<file path="config.mk">
export PLATFORM = sky130hd
export DESIGN_NAME = multi_edge_detector
export DESIGN_NICKNAME = d
export VERILOG_FILES = /design/src/rtl/edge_pkg.sv /design/src/rtl/edge_channel.sv /design/src/rtl/multi_edge_detector.sv
export SDC_FILE = /design/constraint.sdc
export NUM_CORES = 1
export LEC_CHECK = 0
export CAP_MARGIN = 20
export CELL_PAD_IN_SITES_DETAIL_PLACEMENT = 2
export CELL_PAD_IN_SITES_GLOBAL_PLACEMENT = 2
export CORE_MARGIN = 4
export CORE_UTILIZATION = 40
export CTS_CLUSTER_DIAMETER = 40
export DETAILED_ROUTE_END_ITERATION = 6
export DONT_BUFFER_PORTS = 1
export PLACE_DENSITY = 0.8
export SLEW_MARGIN = 20
export SYNTH_ARGS = -nofsm -noshare
export SYNTH_HDL_FRONTEND = slang
export SYNTH_SLANG_ARGS = --single-unit
</file>
<file path="constraint.sdc">
create_clock -name clk -period 7.05 [get_ports clk]
set_clock_uncertainty 0.05 [all_clocks]
set_input_delay 2.115 -clock clk [delete_from_list [all_inputs] [get_ports clk]]
set_output_delay 2.115 -clock clk [all_outputs]
set_load 0.02 [all_outputs]
</file>
<file path="src/rtl/edge_pkg.sv">
// Shared types for the multi-channel edge detector.
package edge_pkg;

  typedef enum logic [1:0] {
    EDGE_NONE = 2'b00,
    EDGE_RISE = 2'b01,
    EDGE_FALL = 2'b10,
    EDGE_BOTH = 2'b11
  } edge_mode_t;

endpackage

</file>
<file path="src/rtl/edge_channel.sv">
// One channel: synchroniser, debounce filter, edge pulses, mode-qualified event,
// sticky flag and saturating event counter.
module edge_channel
  import edge_pkg::*;
#(
  parameter int SYNC_STAGES     = 2,
  parameter int DEBOUNCE_CYCLES = 4,
  parameter int CNT_W           = 8
) (
  input  logic             clk,
  input  logic             reset,
  input  logic             a_i,
  input  logic             enable_i,
  input  edge_mode_t       mode_i,
  input  logic             clear_i,
  output logic             level_o,
  output logic             rising_edge_o,
  output logic             falling_edge_o,
  output logic             event_o,
  output logic             sticky_o,
  output logic [CNT_W-1:0] count_o
);

  localparam int               DB_W    = $clog2(DEBOUNCE_CYCLES + 1);
  localparam logic [DB_W-1:0]  DB_LAST = DB_W'(DEBOUNCE_CYCLES - 1);
  localparam logic [CNT_W-1:0] CNT_MAX = '1;

  logic [SYNC_STAGES-1:0] r_sync;
  logic [DB_W-1:0]        r_db_cnt;
  logic                   r_level;
  logic                   r_level_d;
  logic                   r_sticky;
  logic [CNT_W-1:0]       r_count;

  logic w_sync;
  logic w_rising;
  logic w_falling;
  logic w_rise_sel;
  logic w_fall_sel;
  logic w_event;

  assign w_sync = r_sync[SYNC_STAGES-1];

  // NOTE: state uses non-blocking assignments so every flop samples pre-edge values.
  always_ff @(posedge clk or posedge reset) begin
    if (reset) begin
      r_sync <= '0;
    end else begin
      r_sync <= {r_sync[SYNC_STAGES-2:0], a_i};
    end
  end

  // The filtered level only flips after DEBOUNCE_CYCLES consecutive disagreeing samples.
  always_ff @(posedge clk or posedge reset) begin
    if (reset) begin
      r_db_cnt  <= '0;
      r_level   <= 1'b0;
      r_level_d <= 1'b0;
    end else begin
      r_level_d <= r_level;
      if (w_sync != r_level) begin
        if (r_db_cnt == DB_LAST) begin
          r_level  <= w_sync;
          r_db_cnt <= '0;
        end else begin
          r_db_cnt <= r_db_cnt + DB_W'(1);
        end
      end else begin
        r_db_cnt <= '0;
      end
    end
  end

  assign w_rising   = r_level & ~r_level_d;
  assign w_falling  = ~r_level & r_level_d;
  assign w_rise_sel = (mode_i == EDGE_RISE) || (mode_i == EDGE_BOTH);
  assign w_fall_sel = (mode_i == EDGE_FALL) || (mode_i == EDGE_BOTH);
  assign w_event    = enable_i & ((w_rise_sel & w_rising) | (w_fall_sel & w_falling));

  // A coincident event wins over clear, so the new event is never lost.
  always_ff @(posedge clk or posedge reset) begin
    if (reset) begin
      r_sticky <= 1'b0;
      r_count  <= '0;
    end else begin
      if (w_event) begin
        r_sticky <= 1'b1;
      end else if (clear_i) begin
        r_sticky <= 1'b0;
      end
      if (clear_i) begin
        r_count <= w_event ? CNT_W'(1) : '0;
      end else if (w_event && (r_count != CNT_MAX)) begin
        r_count <= r_count + CNT_W'(1);
      end
    end
  end

  assign level_o        = r_level;
  assign rising_edge_o  = w_rising;
  assign falling_edge_o = w_falling;
  assign event_o        = w_event;
  assign sticky_o       = r_sticky;
  assign count_o        = r_count;

endmodule

</file>
<file path="src/rtl/multi_edge_detector.sv">
// NUM_CH independent filtered edge detectors plus a global any-event flag.
module multi_edge_detector
  import edge_pkg::*;
#(
  parameter int NUM_CH          = 8,
  parameter int SYNC_STAGES     = 2,
  parameter int DEBOUNCE_CYCLES = 4,
  parameter int CNT_W           = 8
) (
  input  logic                    clk,
  input  logic                    reset,
  input  logic [NUM_CH-1:0]       a_i,
  input  logic [NUM_CH-1:0]       enable_i,
  input  logic [2*NUM_CH-1:0]     mode_i,
  input  logic [NUM_CH-1:0]       clear_i,
  output logic [NUM_CH-1:0]       level_o,
  output logic [NUM_CH-1:0]       rising_edge_o,
  output logic [NUM_CH-1:0]       falling_edge_o,
  output logic [NUM_CH-1:0]       event_o,
  output logic [NUM_CH-1:0]       sticky_o,
  output logic                    any_event_o,
  output logic [NUM_CH*CNT_W-1:0] count_o
);

  for (genvar n = 0; n < NUM_CH; n++) begin : g_ch
    edge_channel #(
      .SYNC_STAGES    (SYNC_STAGES),
      .DEBOUNCE_CYCLES(DEBOUNCE_CYCLES),
      .CNT_W          (CNT_W)
    ) u_ch (
      .clk           (clk),
      .reset         (reset),
      .a_i           (a_i[n]),
      .enable_i      (enable_i[n]),
      .mode_i        (edge_mode_t'(mode_i[2*n +: 2])),
      .clear_i       (clear_i[n]),
      .level_o       (level_o[n]),
      .rising_edge_o (rising_edge_o[n]),
      .falling_edge_o(falling_edge_o[n]),
      .event_o       (event_o[n]),
      .sticky_o      (sticky_o[n]),
      .count_o       (count_o[n*CNT_W +: CNT_W])
    );
  end

  assign any_event_o = |sticky_o;

endmodule

</file>
**Yosys cells after proc, flatten, opt, wreduce, memory -nomap -nowiden**

Index checks and enable logic that the tools add are counted.

- Register bits after elaboration: 128
- Input bits: 42

- $add $sub $neg: 16
- Equality and inequality tests: 48
- Mux-type cells: 56
- Bitwise logic cells: 64
- Reductions and logical operators: 49

Operator list:

| kind | number |
|---|---|
| two-way mux 8 bit | 16 |
| adder 8 x 1 -> 8 bit, second input constant | 8 |
| != test 8 bit, second input constant | 8 |
| two-way mux 3 bit | 16 |
| AND 1 bit | 40 |
| == test 2 bit, second input constant | 16 |
| nonzero test 2 bit | 16 |
| adder 3 x 1 -> 3 bit, second input constant | 8 |
| == test 3 x 2 -> 1 bit, second input constant | 8 |
| two-way mux 1 bit | 24 |
| == test 2 x 1 -> 1 bit, second input constant | 8 |
| logical OR 1 bit | 16 |
| NOT 1 bit | 16 |
| AND reduction 2 bit | 8 |
| logical AND 1 bit | 8 |
| != test 1 bit | 8 |
| bitwise OR 1 bit | 8 |
| OR reduction 8 bit | 1 |

**Depth between registers and ports, before layout**

- Depth after elaboration: 8
- Gate-level depth with buffers: 6
- Depth with buffers taken out: 5

**Hierarchy**

Synthesis repeated with hierarchy kept, for this count alone.

- Cell total of the unflattened synthesis: 571
- Area, all modules: 6432.4 sq um

By module, submodules not included:

| module | instances | cells an instance | area each (sq um) | seq. area each (sq um) |
|---|---|---|---|---|
| edge_channel | 8 | 71 | 802.0 | 400.4 |
| multi_edge_detector | 1 | 3 | 16.3 | 0.0 |

**Worst setup path before layout**

OpenSTA, ideal clock, no wires.

- Path kind: input port to output port
- Start: in mode_i[3]
- End: out event_o[1]
- Arrival: 2988 ps
- Setup slack: 1897 ps
- Stages: 5
- Buffers on the path: 2
- Cells stage by stage: and3b_1 -> o21ai_1 -> buf_2 -> inv_1 -> buf_4

- Cells in the longest elaborated chain, start to end: 5

Ends and longest elaborated chain:

| what | RTL line | source |
|---|---|---|
| from (decl) | multi_edge_detector.sv:14 | `input logic [2*NUM_CH-1:0] mode_i,` |
| == test 2 x 1 -> 1 bit (tied with other cells) | edge_channel.sv:76 | `assign w_rise_sel = (mode_i == EDGE_RISE) \|\| (mode_i == EDGE_BOTH);` |
| logical OR 1 bit (on tied branches) | edge_channel.sv:76, edge_channel.sv:77 |  |
| AND 1 bit | edge_channel.sv:78 | `assign w_event = enable_i & ((w_rise_sel & w_rising) \| (w_fall_sel & w_falling));` |
| bitwise OR 1 bit * | edge_channel.sv:78 |  |
| AND 1 bit * | edge_channel.sv:78 |  |
| to (decl) | multi_edge_detector.sv:19 | `output logic [NUM_CH-1:0] event_o,` |

Mark *: on every way between the ends. The rest lies on a longest branch, timed or not.

**Worst setup path after layout**

- Start: in mode_i[11]
- End: out event_o[5]

Same word-level chain as after synthesis.

==> tab_implementation.tex <==
\begin{tabular}{lr}
\hline
Metric & Value \\
\hline
\multicolumn{2}{l}{\textbf{Finish}} \\
Most used cells in the layout excluding fill and tap cells & sky130\_fd\_sc\_hd\_\_dfrtp\_1 (128), sky130\_fd\_sc\_hd\_\_a21oi\_1 (42), sky130\_fd\_sc\_hd\_\_nand2\_1 (28) \\
Nets@finish & $\sim$630 \\
Final design instance area without fill & 6890 um\^{}2 \\
Post-synthesis to final-layout area growth & 7.87\% \\
Share of post-route cells with drive strength above 1 & 10.3\% \\
Most common library cell in the layout ignoring fill and taps & sky130\_fd\_sc\_hd\_\_dfrtp\_1 \\
Final cell count without fillers & 792 \\
\multicolumn{2}{l}{\textbf{Clock tree}} \\
Clock tree from TritonCTS & yes \\
Latest clock arrival within the worst-skew pair & $\sim$420 ps \\
Number of post-CTS setup repair buffers & 0 \\
\# hold bufs at CTS & 0 \\
Post-CTS Resized & 0 \\
CTS Root Cell & sky130\_fd\_sc\_hd\_\_clkbuf\_16 \\
Clock-pin slew of the registers on the worst-case setup and hold paths & 60 ps \\
Number of clock sinks & 128 \\
Number of buffers created by CTS & 17 \\
Max Root-Sink Buffers & 2 \\
Number of levels the H-tree was split into & 4 \\
\multicolumn{2}{l}{\textbf{Floorplan}} \\
Total core area & 15400 um\^{}2 \\
IO Pins & 147 \\
Row cnt & 45 \\
Die X-Extent & 134 um \\
Vertical die dimension & 134 um \\
Die outline area & 18100 um\^{}2 \\
Initial cell density of the core & 41.4\% \\
\multicolumn{2}{l}{\textbf{Power}} \\
Static Leak & 2.89 nW \\
Combinational fraction of design power & between 10\% and 20\% \\
Relative contribution of the clock network to total power & 36.6\% \\
Switching fraction of total power & 35.8\% \\
Psw & $\sim$900 uW \\
Proportion of power drawn by flip-flops and latches & 44.5\% \\
VDD IR-drop max & 0.000176 V \\
Power density normalized to cell area & roughly 360 nW/um\^{}2 \\
Internal Dissipation & 1.60 mW \\
\multicolumn{2}{l}{\textbf{Global routing}} \\
Total global routing overflow & 0 \\
Initial antenna violation count & 2 \\
Pin count of the biggest net entering global routing & 70 \\
All-layer global routing usage & 19.2\% \\
Vias in the first global route & 5411 \\
Wire length of the first global-routing pass & 28000 um \\
\multicolumn{2}{l}{\textbf{Yosys}} \\
Leading cell types by total area after synthesis & sky130\_fd\_sc\_hd\_\_dfrtp\_1 (50\%), sky130\_fd\_sc\_hd\_\_buf\_4 (4.7\%), sky130\_fd\_sc\_hd\_\_a21oi\_1 (3.3\%), sky130\_fd\_sc\_hd\_\_ha\_1 (3.1\%), sky130\_fd\_sc\_hd\_\_or4\_1 (2.7\%) \\
Async SR Flop Fraction & 100\% \\
Synth top area share & about half \\
Avg Cell Area, Syn & 10.6 um\^{}2 \\
Post-synth design cell area & 6390 um\^{}2 \\
Number of flip-flops and latches in the synthesized netlist & about 130 \\
Proportion of synthesized chip area in sequential cells & between 50\% and 60\% \\
Number of different library cells in the post-synthesis netlist & 55 \\
EDFF count, synth & 0 \\
Gate count of the mapped netlist & $\sim$600 \\
Dominant register cell in the synthesized netlist & sky130\_fd\_sc\_hd\_\_dfrtp\_1 \\
Mapped Nets & 661 \\
Cell accounting for the most synthesized area & sky130\_fd\_sc\_hd\_\_dfrtp\_1 \\
Total of warnings raised by yosys & 0 \\
\multicolumn{2}{l}{\textbf{Placement}} \\
DPL Wire Length & 11500 um \\
Final Wtd Congestion & a little over 0.8 \\
Number of placed instances, taps included & 759 \\
Input/output buffers & 0 \\
Minimum setup slack after placement & around 1500 ps \\
Post-placement cell area & 6280 um\^{}2 \\
\multicolumn{2}{l}{\textbf{Critical path}} \\
Endpoint required time on the critical path & around 4900 ps \\
Critical path class & in -> out \\
Crit-path slowest cell & sky130\_fd\_sc\_hd\_\_o21ai\_1 \\
Largest delay contributor family on the critical path & compound AO/OA/AOI/OAI gates \\
Critical path arrival & between 3000 and 4000 ps \\
Crit path launch type & input port \\
Highest cell delay on the worst timing path & about 730 ps \\
Cell breakdown of the critical path & and3b\_1 -> o21ai\_1 -> inv\_1 \\
Worst setup startpoint & mode\_i[11] \\
Endpoint class of the critical path & output port \\
Crit path buffers/inverters & 1 \\
Largest fanout on the critical path & 15 \\
Worst flop-to-flop path startpoint & g\_ch[6].u\_ch.level\_o \\
\multicolumn{2}{l}{\textbf{STA}} \\
Worst slew pin tran & 983 ps \\
Worst slew margin & 33.9\% \\
Maximum operating frequency & 180 MHz \\
Setup repair after global routing missed its margin & false \\
Final Max Slew Viols & 0 \\
Setup-failing EPs final & 0 \\
Final hold vios & 0 \\
Clock period minus final worst setup slack & 5550 ps \\
Final worst path period share & 78.8\% \\
Total negative setup slack & 0 ps \\
PnR worst setup slack & 1500 ps \\
\multicolumn{2}{l}{\textbf{Routing}} \\
Routed wire length & 16700 um \\
DRT antenna net count & 0 \\
Number of detailed-routing iterations run before antenna repair & 4 \\
Via density & 5.93 \\
Number of DRC markers after the initial detailed-route iteration & 198 \\
Number of remaining DRC errors & 0 \\
Routed length per placed instance & 21.1 um \\
DR vias & 4699 \\
\multicolumn{2}{l}{\textbf{Worst hold path}} \\
Launch instance of the worst min-delay path & g\_ch[5].u\_ch.r\_sync[0] \\
Class of the worst hold path & reg -> reg \\
\multicolumn{2}{l}{\textbf{Flow run}} \\
Maxcap violations & 0 \\
\multicolumn{2}{l}{\textbf{Run status}} \\
Run status & finished clean \\
\hline
\end{tabular}
## layout make-up
| cell class | instances | area, um^2 |
|---|---|---|
| antenna | 1 | 2.50 |
| fill | 1603 | 8530 |
| sequential | 128 | 3200 |
| timing repair buffer | 3 | 22.5 |
| multi-input combinational | 389 | 2680 |
| tap | 211 | 264 |
| inverter | 28 | 110 |
| clock inverter | 15 | 185 |
| clock buffer | 17 | 425 |
## through the flow
step	power (mW)	hold WS, ps	utilization, %
6_report	2.50	299	44.7
5_1_grt	2.64	314	44.7
4_1_cts	2.54	299	44.6
3_5_place_dp	1.60	286	40.7
3_3_place_gp	1.54	285	40.7
2_1_floorplan	1.59	281	-
## sequential cells by signal (all words and copies together), names as in the netlist
| name | count |
|---|---|
| g_ch.u_ch.r_level_d | 8 |
| g_ch.u_ch.r_db_cnt | 24 |
| g_ch.u_ch.sticky_o | 8 |
| g_ch.u_ch.r_sync | 16 |
| g_ch.u_ch.count_o | 64 |
| g_ch.u_ch.level_o | 8 |
## synthesized netlist by cell type (4+ instances only)
cell type and count:
sky130_fd_sc_hd__a21o_1 5, sky130_fd_sc_hd__a21oi_1 42, sky130_fd_sc_hd__a31oi_1 7, sky130_fd_sc_hd__and3_1 6, sky130_fd_sc_hd__and3b_1 19, sky130_fd_sc_hd__and4_1 6
sky130_fd_sc_hd__and4_4 4, sky130_fd_sc_hd__buf_1 7, sky130_fd_sc_hd__buf_2 6, sky130_fd_sc_hd__buf_4 40, sky130_fd_sc_hd__buf_6 4, sky130_fd_sc_hd__dfrtp_1 128
sky130_fd_sc_hd__ha_1 16, sky130_fd_sc_hd__inv_1 26, sky130_fd_sc_hd__mux2_2 8, sky130_fd_sc_hd__nand2_1 28, sky130_fd_sc_hd__nand2b_1 6, sky130_fd_sc_hd__nand3_1 21
sky130_fd_sc_hd__nand3b_1 5, sky130_fd_sc_hd__nand4_1 11, sky130_fd_sc_hd__nor2_1 8, sky130_fd_sc_hd__nor2b_1 26, sky130_fd_sc_hd__nor3_1 17, sky130_fd_sc_hd__nor3b_1 14
sky130_fd_sc_hd__nor4_1 7, sky130_fd_sc_hd__o211ai_1 4, sky130_fd_sc_hd__o21ai_0 16, sky130_fd_sc_hd__o21ai_1 4, sky130_fd_sc_hd__o311ai_0 7, sky130_fd_sc_hd__o31ai_1 21
sky130_fd_sc_hd__o41ai_1 10, sky130_fd_sc_hd__or3_1 11, sky130_fd_sc_hd__or4_1 23, sky130_fd_sc_hd__xnor2_1 8
## power by group through the flow
stage | Combinational, mW | Clock (mW) | Sequential, mW
after floorplan | 0.581 | 0 | 1.01
after global placement | 0.436 | 0 | 1.11
after detailed placement | 0.473 | 0 | 1.13
after CTS | 0.482 | 0.940 | 1.12
after global routing | 0.524 | 0.978 | 1.14
final | 0.471 | 0.914 | 1.11
## logic make-up after synthesis
family / after synthesis / synth area share [%]
AO/OA/AOI/OAI: 130 / 13.4
XOR/XNOR: 8 / 1.10
multiplexers: 12 / 2.09
AND/OR/NAND/NOR: 223 / 22.2
adder cells (fa/ha/maj): 16 / 3.13
flip-flops: 128 / 50.1
buffers and inverters: 86 / 7.99
## path summary, 6_finish.rpt
check	endpoint	slack, ps	depth (start not counted)
worst max-delay path	event_o[5]	1500	3
worst min-delay path	g_ch[5].u_ch.r_sync[1]	300	0
worst max register to register	g_ch[6].u_ch.count_o[6]	4560	5
worst min register to register	g_ch[5].u_ch.r_sync[1]	300	0
max in group asynchronous	g_ch[2].u_ch.r_db_cnt[2]	4120	2
min in group asynchronous	g_ch[3].u_ch.count_o[6]	1590	1
## routing by layer
metal	routed length [um]	GRT usage (%)	vias to the layer above
li1	-	-	2138
met1	6560	20.9	2400
met2	8770	34.9	134
met3	1100	6.90	25
met4	238	6.28	2
met5	13	0	-
Note: power is estimated with default switching activity, not from simulation.
